<file path="src/rtl/BasicTypes.sv">
// Shared types for the load/store unit: FSM state enum, RISC-V load/store
// funct3 width codes and default MMIO addresses.
package BasicTypes;

   typedef enum logic [2:0] {
      StIdle,
      StReq,
      StWait,
      StDrain,
      StResp
   } LsuState;

   localparam logic [2:0] Funct3B  = 3'b000;
   localparam logic [2:0] Funct3H  = 3'b001;
   localparam logic [2:0] Funct3W  = 3'b010;
   localparam logic [2:0] Funct3D  = 3'b011;
   localparam logic [2:0] Funct3BU = 3'b100;
   localparam logic [2:0] Funct3HU = 3'b101;
   localparam logic [2:0] Funct3WU = 3'b110;

   localparam logic [31:0] UartAddrDefault    = 32'hF000_0000;
   localparam logic [31:0] CounterAddrDefault = 32'hF000_0100;

endpackage

</file>
<file path="src/rtl/load_data_aligner.sv">
// Load data aligner: shifts the selected bytes of a full-width bus word down
// to bit 0 and zero- or sign-extends them to DATA_WIDTH. Purely combinational.
module load_data_aligner #(
   parameter int unsigned DATA_WIDTH = 32
) (
   input  logic [DATA_WIDTH-1:0]           rdata_i,
   input  logic [$clog2(DATA_WIDTH/8)-1:0] offset_i,
   input  logic [2:0]                      funct3_i,
   output logic [DATA_WIDTH-1:0]           data_o
);

   logic [DATA_WIDTH-1:0] shifted;
   logic [DATA_WIDTH-1:0] mask;
   logic                  sign;

   // Shift requested bytes down, then mask and extend by access size.
   always_comb begin
      shifted = rdata_i >> {offset_i, 3'b000};
      mask    = '1;
      sign    = 1'b0;
      case (funct3_i[1:0])
         2'd0: begin
            mask = DATA_WIDTH'(8'hFF);
            sign = shifted[7];
         end
         2'd1: begin
            mask = DATA_WIDTH'(16'hFFFF);
            sign = shifted[15];
         end
         2'd2: begin
            mask = DATA_WIDTH'(32'hFFFF_FFFF);
            sign = shifted[31];
         end
         default: begin
            mask = '1;
            sign = 1'b0;
         end
      endcase
      // funct3[2] marks the unsigned (zero-extending) variants
      data_o = (shifted & mask) | ((~funct3_i[2] & sign) ? ~mask : '0);
   end

endmodule

</file>
<file path="src/rtl/load_store_unit.sv">
// Load/store unit: one outstanding request at a time. Bus loads/stores go
// through REQ/WAIT, a byte store to UART_ADDR and a load from COUNTER_ADDR are
// served locally without touching the bus.
// Build option: LSU_MISALIGN_TRAP_EN -- misaligned accesses complete with
// respFault=1 and no bus traffic; otherwise addresses are aligned down.
module load_store_unit
   import BasicTypes::*;
#(
   parameter int unsigned DATA_WIDTH   = 32,
   parameter int unsigned ADDR_WIDTH   = 32,
   parameter logic [31:0] UART_ADDR    = UartAddrDefault,
   parameter logic [31:0] COUNTER_ADDR = CounterAddrDefault
) (
   input  logic                    clk,
   input  logic                    rst,
   input  logic                    flush,
   input  logic                    reqValid,
   output logic                    reqReady,
   input  logic                    reqStore,
   input  logic [2:0]              reqFunct3,
   input  logic [ADDR_WIDTH-1:0]   reqAddr,
   input  logic [DATA_WIDTH-1:0]   reqWData,
   output logic                    respValid,
   output logic [DATA_WIDTH-1:0]   respData,
   output logic                    respFault,
   output logic                    memReqValid,
   input  logic                    memReqReady,
   output logic                    memWe,
   output logic [ADDR_WIDTH-1:0]   memAddr,
   output logic [DATA_WIDTH/8-1:0] memByteEn,
   output logic [DATA_WIDTH-1:0]   memWData,
   input  logic                    memRespValid,
   input  logic [DATA_WIDTH-1:0]   memRData,
   output logic [7:0]              uart,
   output logic                    uartWe
);

   localparam int unsigned NumBytes = DATA_WIDTH / 8;
   localparam int unsigned OffW     = $clog2(NumBytes);

   LsuState               state_q, state_d;
   logic                  store_q, store_d;
   logic [2:0]            funct3_q, funct3_d;
   logic [ADDR_WIDTH-1:0] addr_q, addr_d;
   logic [OffW-1:0]       off_q, off_d;
   logic [NumBytes-1:0]   be_q, be_d;
   logic [DATA_WIDTH-1:0] wdata_q, wdata_d;
   logic [DATA_WIDTH-1:0] resp_data_q, resp_data_d;
   logic                  fault_q, fault_d;
   logic [7:0]            uart_q, uart_d;
   logic                  uart_we_q, uart_we_d;
   logic [DATA_WIDTH-1:0] counter_q;

   logic                  too_wide;
   logic [1:0]            size_eff;
   logic [3:0]            nbytes;
   logic [ADDR_WIDTH-1:0] lo_mask;
   logic [ADDR_WIDTH-1:0] eff_addr;
   logic [OffW-1:0]       req_off;
   logic [NumBytes-1:0]   be_base;
   logic [DATA_WIDTH-1:0] wmask;
   logic [DATA_WIDTH-1:0] req_wdata;
   logic                  trap;
   logic                  accept;
   logic [DATA_WIDTH-1:0] load_data;

   // Decode the incoming request: access size, aligned address, lanes, data.
   always_comb begin
      // D and WU cannot be carried by a 32-bit path; treat as an oversized word
      too_wide = (DATA_WIDTH == 32) && ((reqFunct3[1:0] == 2'd3) || (reqFunct3 == Funct3WU));
      size_eff = too_wide ? 2'd2 : reqFunct3[1:0];
      nbytes   = 4'd1 << size_eff;
      lo_mask  = ADDR_WIDTH'(nbytes) - ADDR_WIDTH'(1);
      eff_addr = reqAddr & ~lo_mask;
      req_off  = eff_addr[OffW-1:0];
      be_base  = NumBytes'((9'd1 << nbytes) - 9'd1);
      wmask    = '0;
      for (int i = 0; i < NumBytes; i++) begin
         wmask[8*i +: 8] = {8{be_base[i]}};
      end
      // Bytes outside the access are zeroed so unused lanes carry no stale data
      req_wdata = (reqWData & wmask) << {req_off, 3'b000};
   end

`ifdef LSU_MISALIGN_TRAP_EN
   assign trap = too_wide || ((reqAddr & lo_mask) != '0);
`else
   assign trap = 1'b0;
`endif

   load_data_aligner #(
      .DATA_WIDTH(DATA_WIDTH)
   ) u_aligner (
      .rdata_i (memRData),
      .offset_i(off_q),
      .funct3_i(funct3_q),
      .data_o  (load_data)
   );

   // Next-state logic: request capture, bus handshakes, MMIO shortcuts, flush.
   always_comb begin
      state_d     = state_q;
      store_d     = store_q;
      funct3_d    = funct3_q;
      addr_d      = addr_q;
      off_d       = off_q;
      be_d        = be_q;
      wdata_d     = wdata_q;
      resp_data_d = resp_data_q;
      fault_d     = fault_q;
      uart_d      = uart_q;
      uart_we_d   = 1'b0;
      reqReady    = (state_q == StIdle) && !flush;
      accept      = reqValid && reqReady;

      case (state_q)
         StIdle: begin
            if (accept) begin
               store_d     = reqStore;
               funct3_d    = reqFunct3;
               addr_d      = eff_addr & ~ADDR_WIDTH'(NumBytes - 1);
               off_d       = req_off;
               be_d        = reqStore ? (be_base << req_off) : '0;
               wdata_d     = reqStore ? req_wdata : '0;
               resp_data_d = '0;
               fault_d     = 1'b0;
               if (trap) begin
                  fault_d = 1'b1;
                  state_d = StResp;
               end else if (reqStore && (reqAddr == ADDR_WIDTH'(UART_ADDR))) begin
                  uart_we_d = 1'b1;
                  uart_d    = reqWData[7:0];
                  state_d   = StResp;
               end else if (!reqStore && (reqAddr == ADDR_WIDTH'(COUNTER_ADDR))) begin
                  resp_data_d = counter_q;
                  state_d     = StResp;
               end else begin
                  state_d = StReq;
               end
            end
         end
         StReq: begin
            if (flush) begin
               state_d = StIdle;
            end else if (memReqReady) begin
               state_d = store_q ? StResp : StWait;
            end
         end
         StWait: begin
            if (flush) begin
               // A response arriving with the flush is simply dropped
               state_d = memRespValid ? StIdle : StDrain;
            end else if (memRespValid) begin
               resp_data_d = load_data;
               state_d     = StResp;
            end
         end
         StDrain: begin
            if (memRespValid) begin
               state_d = StIdle;
            end
         end
         StResp: begin
            state_d = StIdle;
         end
         default: begin
            state_d = StIdle;
         end
      endcase
   end

   // Request/response state registers.
   always_ff @(posedge clk or negedge rst) begin
      if (!rst) begin
         state_q     <= StIdle;
         store_q     <= 1'b0;
         funct3_q    <= '0;
         addr_q      <= '0;
         off_q       <= '0;
         be_q        <= '0;
         wdata_q     <= '0;
         resp_data_q <= '0;
         fault_q     <= 1'b0;
         uart_q      <= '0;
         uart_we_q   <= 1'b0;
      end else begin
         state_q     <= state_d;
         store_q     <= store_d;
         funct3_q    <= funct3_d;
         addr_q      <= addr_d;
         off_q       <= off_d;
         be_q        <= be_d;
         wdata_q     <= wdata_d;
         resp_data_q <= resp_data_d;
         fault_q     <= fault_d;
         uart_q      <= uart_d;
         uart_we_q   <= uart_we_d;
      end
   end

   // Free-running cycle counter, wraps naturally.
   always_ff @(posedge clk or negedge rst) begin
      if (!rst) begin
         counter_q <= '0;
      end else begin
         counter_q <= counter_q + DATA_WIDTH'(1);
      end
   end

   assign respValid   = (state_q == StResp);
   assign respData    = respValid ? resp_data_q : '0;
   assign respFault   = respValid & fault_q;
   assign memReqValid = (state_q == StReq);
   assign memWe       = memReqValid & store_q;
   assign memAddr     = addr_q;
   assign memByteEn   = be_q;
   assign memWData    = wdata_q;
   assign uart        = uart_q;
   assign uartWe      = uart_we_q;

endmodule

</file>
<file path="config.mk">
export PLATFORM = sky130hd
export DESIGN_NAME = load_store_unit
export DESIGN_NICKNAME = d
export VERILOG_FILES = /design/src/rtl/BasicTypes.sv /design/src/rtl/load_data_aligner.sv /design/src/rtl/load_store_unit.sv
export SDC_FILE = /design/constraint.sdc
export NUM_CORES = 1
export LEC_CHECK = 0
export CAP_MARGIN = 15
export CORE_ASPECT_RATIO = 0.6
export CORE_MARGIN = 2
export CORE_UTILIZATION = 52
export DETAILED_ROUTE_END_ITERATION = 10
export MAX_ROUTING_LAYER = met4
export PLACE_DENSITY = 0.95
export SLEW_MARGIN = 10
export SYNTH_ARGS = -nofsm -noshare
export SYNTH_HDL_FRONTEND = slang
export SYNTH_SLANG_ARGS = --single-unit
</file>
<file path="constraint.sdc">
create_clock -name clk -period 5.2 [get_ports clk]
set_clock_uncertainty 0.15 [all_clocks]
set_input_delay 0.52 -clock clk [delete_from_list [all_inputs] [get_ports clk]]
set_output_delay 0.52 -clock clk [all_outputs]
set_load 0.01 [all_outputs]
</file>
---- Word level (Yosys, flattened, before mapping) ----
Cells that the tools add are included.
W data, S select, Z words.
word-level totals
  bits in registers ....................... 148
  input bits .............................. 106
  output and inout port bits .............. 114
  logic and storage cells ................. 85
operators by class
  add/subtract/negate cells ............... 3
  eq/ne operators ......................... 16
  shift operators ......................... 5
  mux-type cells .......................... 27
  bitwise operators ....................... 9
  reductions and logical operators ........ 14
operators with widths
  cell                     number
  $mux W32                 8
  $pmux W32 S2             2
  $and A32 B32 Y32         3
  $eq A32 B32 Y1 const B   2
  $not A32 Y32             2
  $add A32 B1 Y32 const B  1
  $or A32 B32 Y32          1
  $shl A32 B5 Y32          1
  $shr A32 B5 Y32          1
  $mux W3                  9
  $pmux W3 S4              1
  $ne A2 B2 Y1 const B     4
  $reduce_and A4 Y1        2
  $eq A3 B2 Y1 const B     2
  $eq A3 B3 Y1 const B     2
  $sub A4 B1 Y5 const B    1
  $eq A2 B2 Y1 const B     2
  $logic_and A1 B1 Y1      4
  $mux W2                  2
  $mux W4                  1
  $shl A1 B2 Y4 const A    1
  $shl A1 B4 Y4 const A    1
  $shl A4 B2 Y4            1
  $sub A4 B1 Y4 const B    1
  15 further kinds         19

---- Logic depth before layout (Yosys ltp) ----
  depth after elaboration ................. 9
  mapped depth ............................ 7
  mapped depth without buffers ............ 5

---- By module ----
A second synthesis with hierarchy kept.
unflattened totals
  cell total of the unflattened synthesis .. 793
  area, all modules ....................... 7,763.7 µm²
by module, submodules not included
  module             times used  cells an instance  area each (µm²)  seq. area each (µm²)
  load_store_unit    1           678                6,919.1          3,703.6
  load_data_aligner  1           115                844.6            0.0

---- Least setup slack after synthesis ----
Ideal clock, no wire load.
  path type ............................... input to register
  start point ............................. in reqAddr[9]
  end point ............................... reg uart_q[0], in the netlist uart[0]
  library setup time ...................... 0.125 ns
  data arrival time ....................... 1.990 ns
  setup slack ............................. 2.935 ns
  stages on the path ...................... 4
  path buffers ............................ 0
  path through ............................ nor4b_1 -> nand4_1 -> nor4_4 -> mux2_2
between the ends
  word-level cells in the longest chain between the ends .. 3
ends and longest elaborated chain
  item                                line                    RTL
  start: declaration                  load_store_unit.sv:21   input logic [ADDR_WIDTH-1:0] reqAddr,
  $eq A32 B32 Y1                      load_store_unit.sv:130  end else if (reqStore && (reqAddr == ADDR_WIDTH'(UART_ADDR))) begin
  $logic_and A1 B1 Y1                 load_store_unit.sv:130
  $reduce_and A3 Y1 (no source line)  -
  end signal: assignment              load_store_unit.sv:196  uart_q <= uart_d;
  end: declaration                    load_store_unit.sv:50   logic [7:0] uart_q, uart_d;
Every way passes these cells.
A chain may end at the register's enable or synchronous reset.

---- Final worst setup path ----
  start point ............................. in reqAddr[0]
  end point ............................... reg uart_q[6], in the netlist uart[6]
Same word-level chain as after synthesis.

==> flow_summary.yaml <==
status:
  status: "complete, no violations"
cells_and_area:
  drive_above_1_share_pct: 13.0
  antenna-diode-count: 0
  layout.nets: 1014
  area_growth_pct: 38.7
synth:
  ys.flop_type: "dfrtp_1"
  seq_area_frac_synth_pct: 49.7
  syn-mean-instance-area_sq_um: 10.4
  synth.distinct_cells: 50
  yosys_warnings: 0
  synthCells: 719
  synth.most_common_cell: "dfrtp_1"
  async_flop_share_pct: 100
  synth_area_sq_um: 7460
  synth_top_area_share_pct: 49.7
  synth-edff-count: 0
  yosys.area.top_type: "dfrtp_1"
  synthTopCellsByArea: "dfrtp_1, mux2_2, nand2_1"
  synthTopCellsByCount: "dfrtp_1, nand2_1, mux2_2"
  ys_ff_latch: 148
cts:
  cts_buffers: 17
  cts_tree: "built"
  cts.sinks: 148
  hold_buffers: 0
  cts_setup_buffers: 0
  cts_resized: 0
  clock_latency_ns: 0.42
  cts-root-buf: "clkbuf_16"
  htreeDepth: 4
  clkSlewWorstSetupHoldPaths_ns: 0.07
  cts_buffer_depth: 2
hold_path:
  hp-class: "in -> async"
worst_setup_path:
  critPathTopFamily: "simple AND/OR/NAND/NOR gates"
  cp_slowest_stage_delay_ns: 0.78
  worstSetupPathType: "in -> reg"
  start_kind: "input pin"
  cp.required_ns: 5.34
  crit_buf_inv: 1
  cpMaxStageDelayCell: "nor4_4"
  worstSetupEndpointType: "register"
  cp_max_fo: 16
  cp_cell_sequence: "clkdlybuf4s50_1, nor4_1, nand4_1, nor4_4, mux2_2"
  cp.arrival_ns: 3.71
global_route:
  grt_overflow_total: 0
  grt_max_degree: 111
  grt_pass1_wl_um: 36400
  grt.total_usage_pct: 31.6
  antenna_found_initial: 0
  grt_pass1_vias: 6619
timing:
  setup_tns_ns: 0
  max_freq_mhz: 280
  period_minus_slack_ns: 3.57
  slew_headroom_pct: 31.9
  drv_slew: 0
  setup_violations: 0
  hold_viol_final: 0
  worstMarginPinSlew_ns: 1.02
  grt_setup_unrepaired: "no"
  whs_ns: 0.0835
  fin_crit_sh_pct: 68.6
  layout_setup_ws_ns: 1.63
floorplan:
  ioPinCount: 220
  rows: 33
  core_area_sq_um: 13800
  die_area_sq_um: 15300
  chipHeight_um: 96.8
  die-width_um: 159
  start_util_pct: 53.9
power_and_ir_drop:
  power.density_nw_per_um2: 378
  power.static_leakage_nw: 4.34
  ir_worst_vdd_v: 0.000256
routing:
  routed_wl_um: 23200
  vias_per_cell: 6.09
  drtPass1Iterations: 6
  vias: 6768
  dr.first_iter.drc_count: 675
  drc: 0
  drt.antenna.violating_nets: 0
  post_drt_wl_per_cell_um: 20.8
place:
  post-dp-hpwl_um: 16200
  place_congestion: 0.899
  pre_cts_slack_ns: 1.30
  io_buffers: 216
job:
  cap_violations: 0
[final timing paths]
kind,startpoint,to,slack [ns],cells after the start
worst max-delay path,reqAddr[0],uart[6],1.63,5
worst min-delay path,rst,resp_data_q[29],0.08,1
worst max register to register,off_q[1],resp_data_q[20],2.10,4
worst min register to register,counter_q[31],counter_q[31],0.32,1
max in group asynchronous,rst,off_q[0],3.67,2
min in group clk,counter_q[31],counter_q[31],0.32,1
[per-layer routing]
layer  wire, um  vias up  global-route usage (%)
met5          0        -                       -
met3       2220       32                    7.75
li1           -     3030                       -
met1      10300     3307                    46.5
met2      10400      399                    44.7
met4        291        0                    6.93
[cells by family after synthesis]
family | Yosys count | synth area share, %
AND/OR/NAND/NOR | 266 | 18.7
flip-flops | 148 | 49.7
AO/OA/AOI/OAI | 142 | 13.9
multiplexers | 68 | 10.4
buffers and inverters | 62 | 3.49
XOR/XNOR | 31 | 3.64
adder cells (fa/ha/maj) | 1 | 0.168
other | 1 | 0.0503
[layout make-up]
type                       instances  area (sq um)
sequential                       148          3700
multi-input combinational        511          3520
fill                             928          3490
timing repair buffer             224          2250
clock buffer                      18           439
tap                              192           240
clock inverter                    14           166
inverter                           5          18.8
[sequential cells by signal, indices dropped and copies added, names as in the netlist, 2 cells and up]
name	cells
counter_q	32
funct3_q	3
memAddr	30
memByteEn	4
memWData	32
off_q	2
resp_data_q	32
state_q	3
uart	8
[power by group]
part | switching [mW] | leakage [nW] | internal, mW
Sequential | 0.173 | 1.88 | 1.39
Combinational | 0.492 | 2.16 | 0.595
Clock | 0.525 | 0.300 | 0.736
[metrics by stage]
step	instance area [sq um]	power (mW)	utilization, %	cells
after global routing	10300	4.09	74.8	1112
after floorplan	7460	2.07	-	721
after global placement	9690	2.60	70.1	1078
final	10300	3.92	74.8	1112
after CTS	10300	3.91	74.4	1110
after detailed placement	9690	2.64	70.1	1078
[cell usage in the layout (no fill, tap or decap), types with 21 or more instances in the layout]
cell / n
nand2_1: 85
mux2_2: 56
and3_1: 36
clkdlybuf4s50_1: 215
dfrtp_1: 148
nor2_1: 40
nand4_1: 26
xor2_1: 21
o21ai_0: 40
Note: power is estimated with default switching activity, not from simulation.
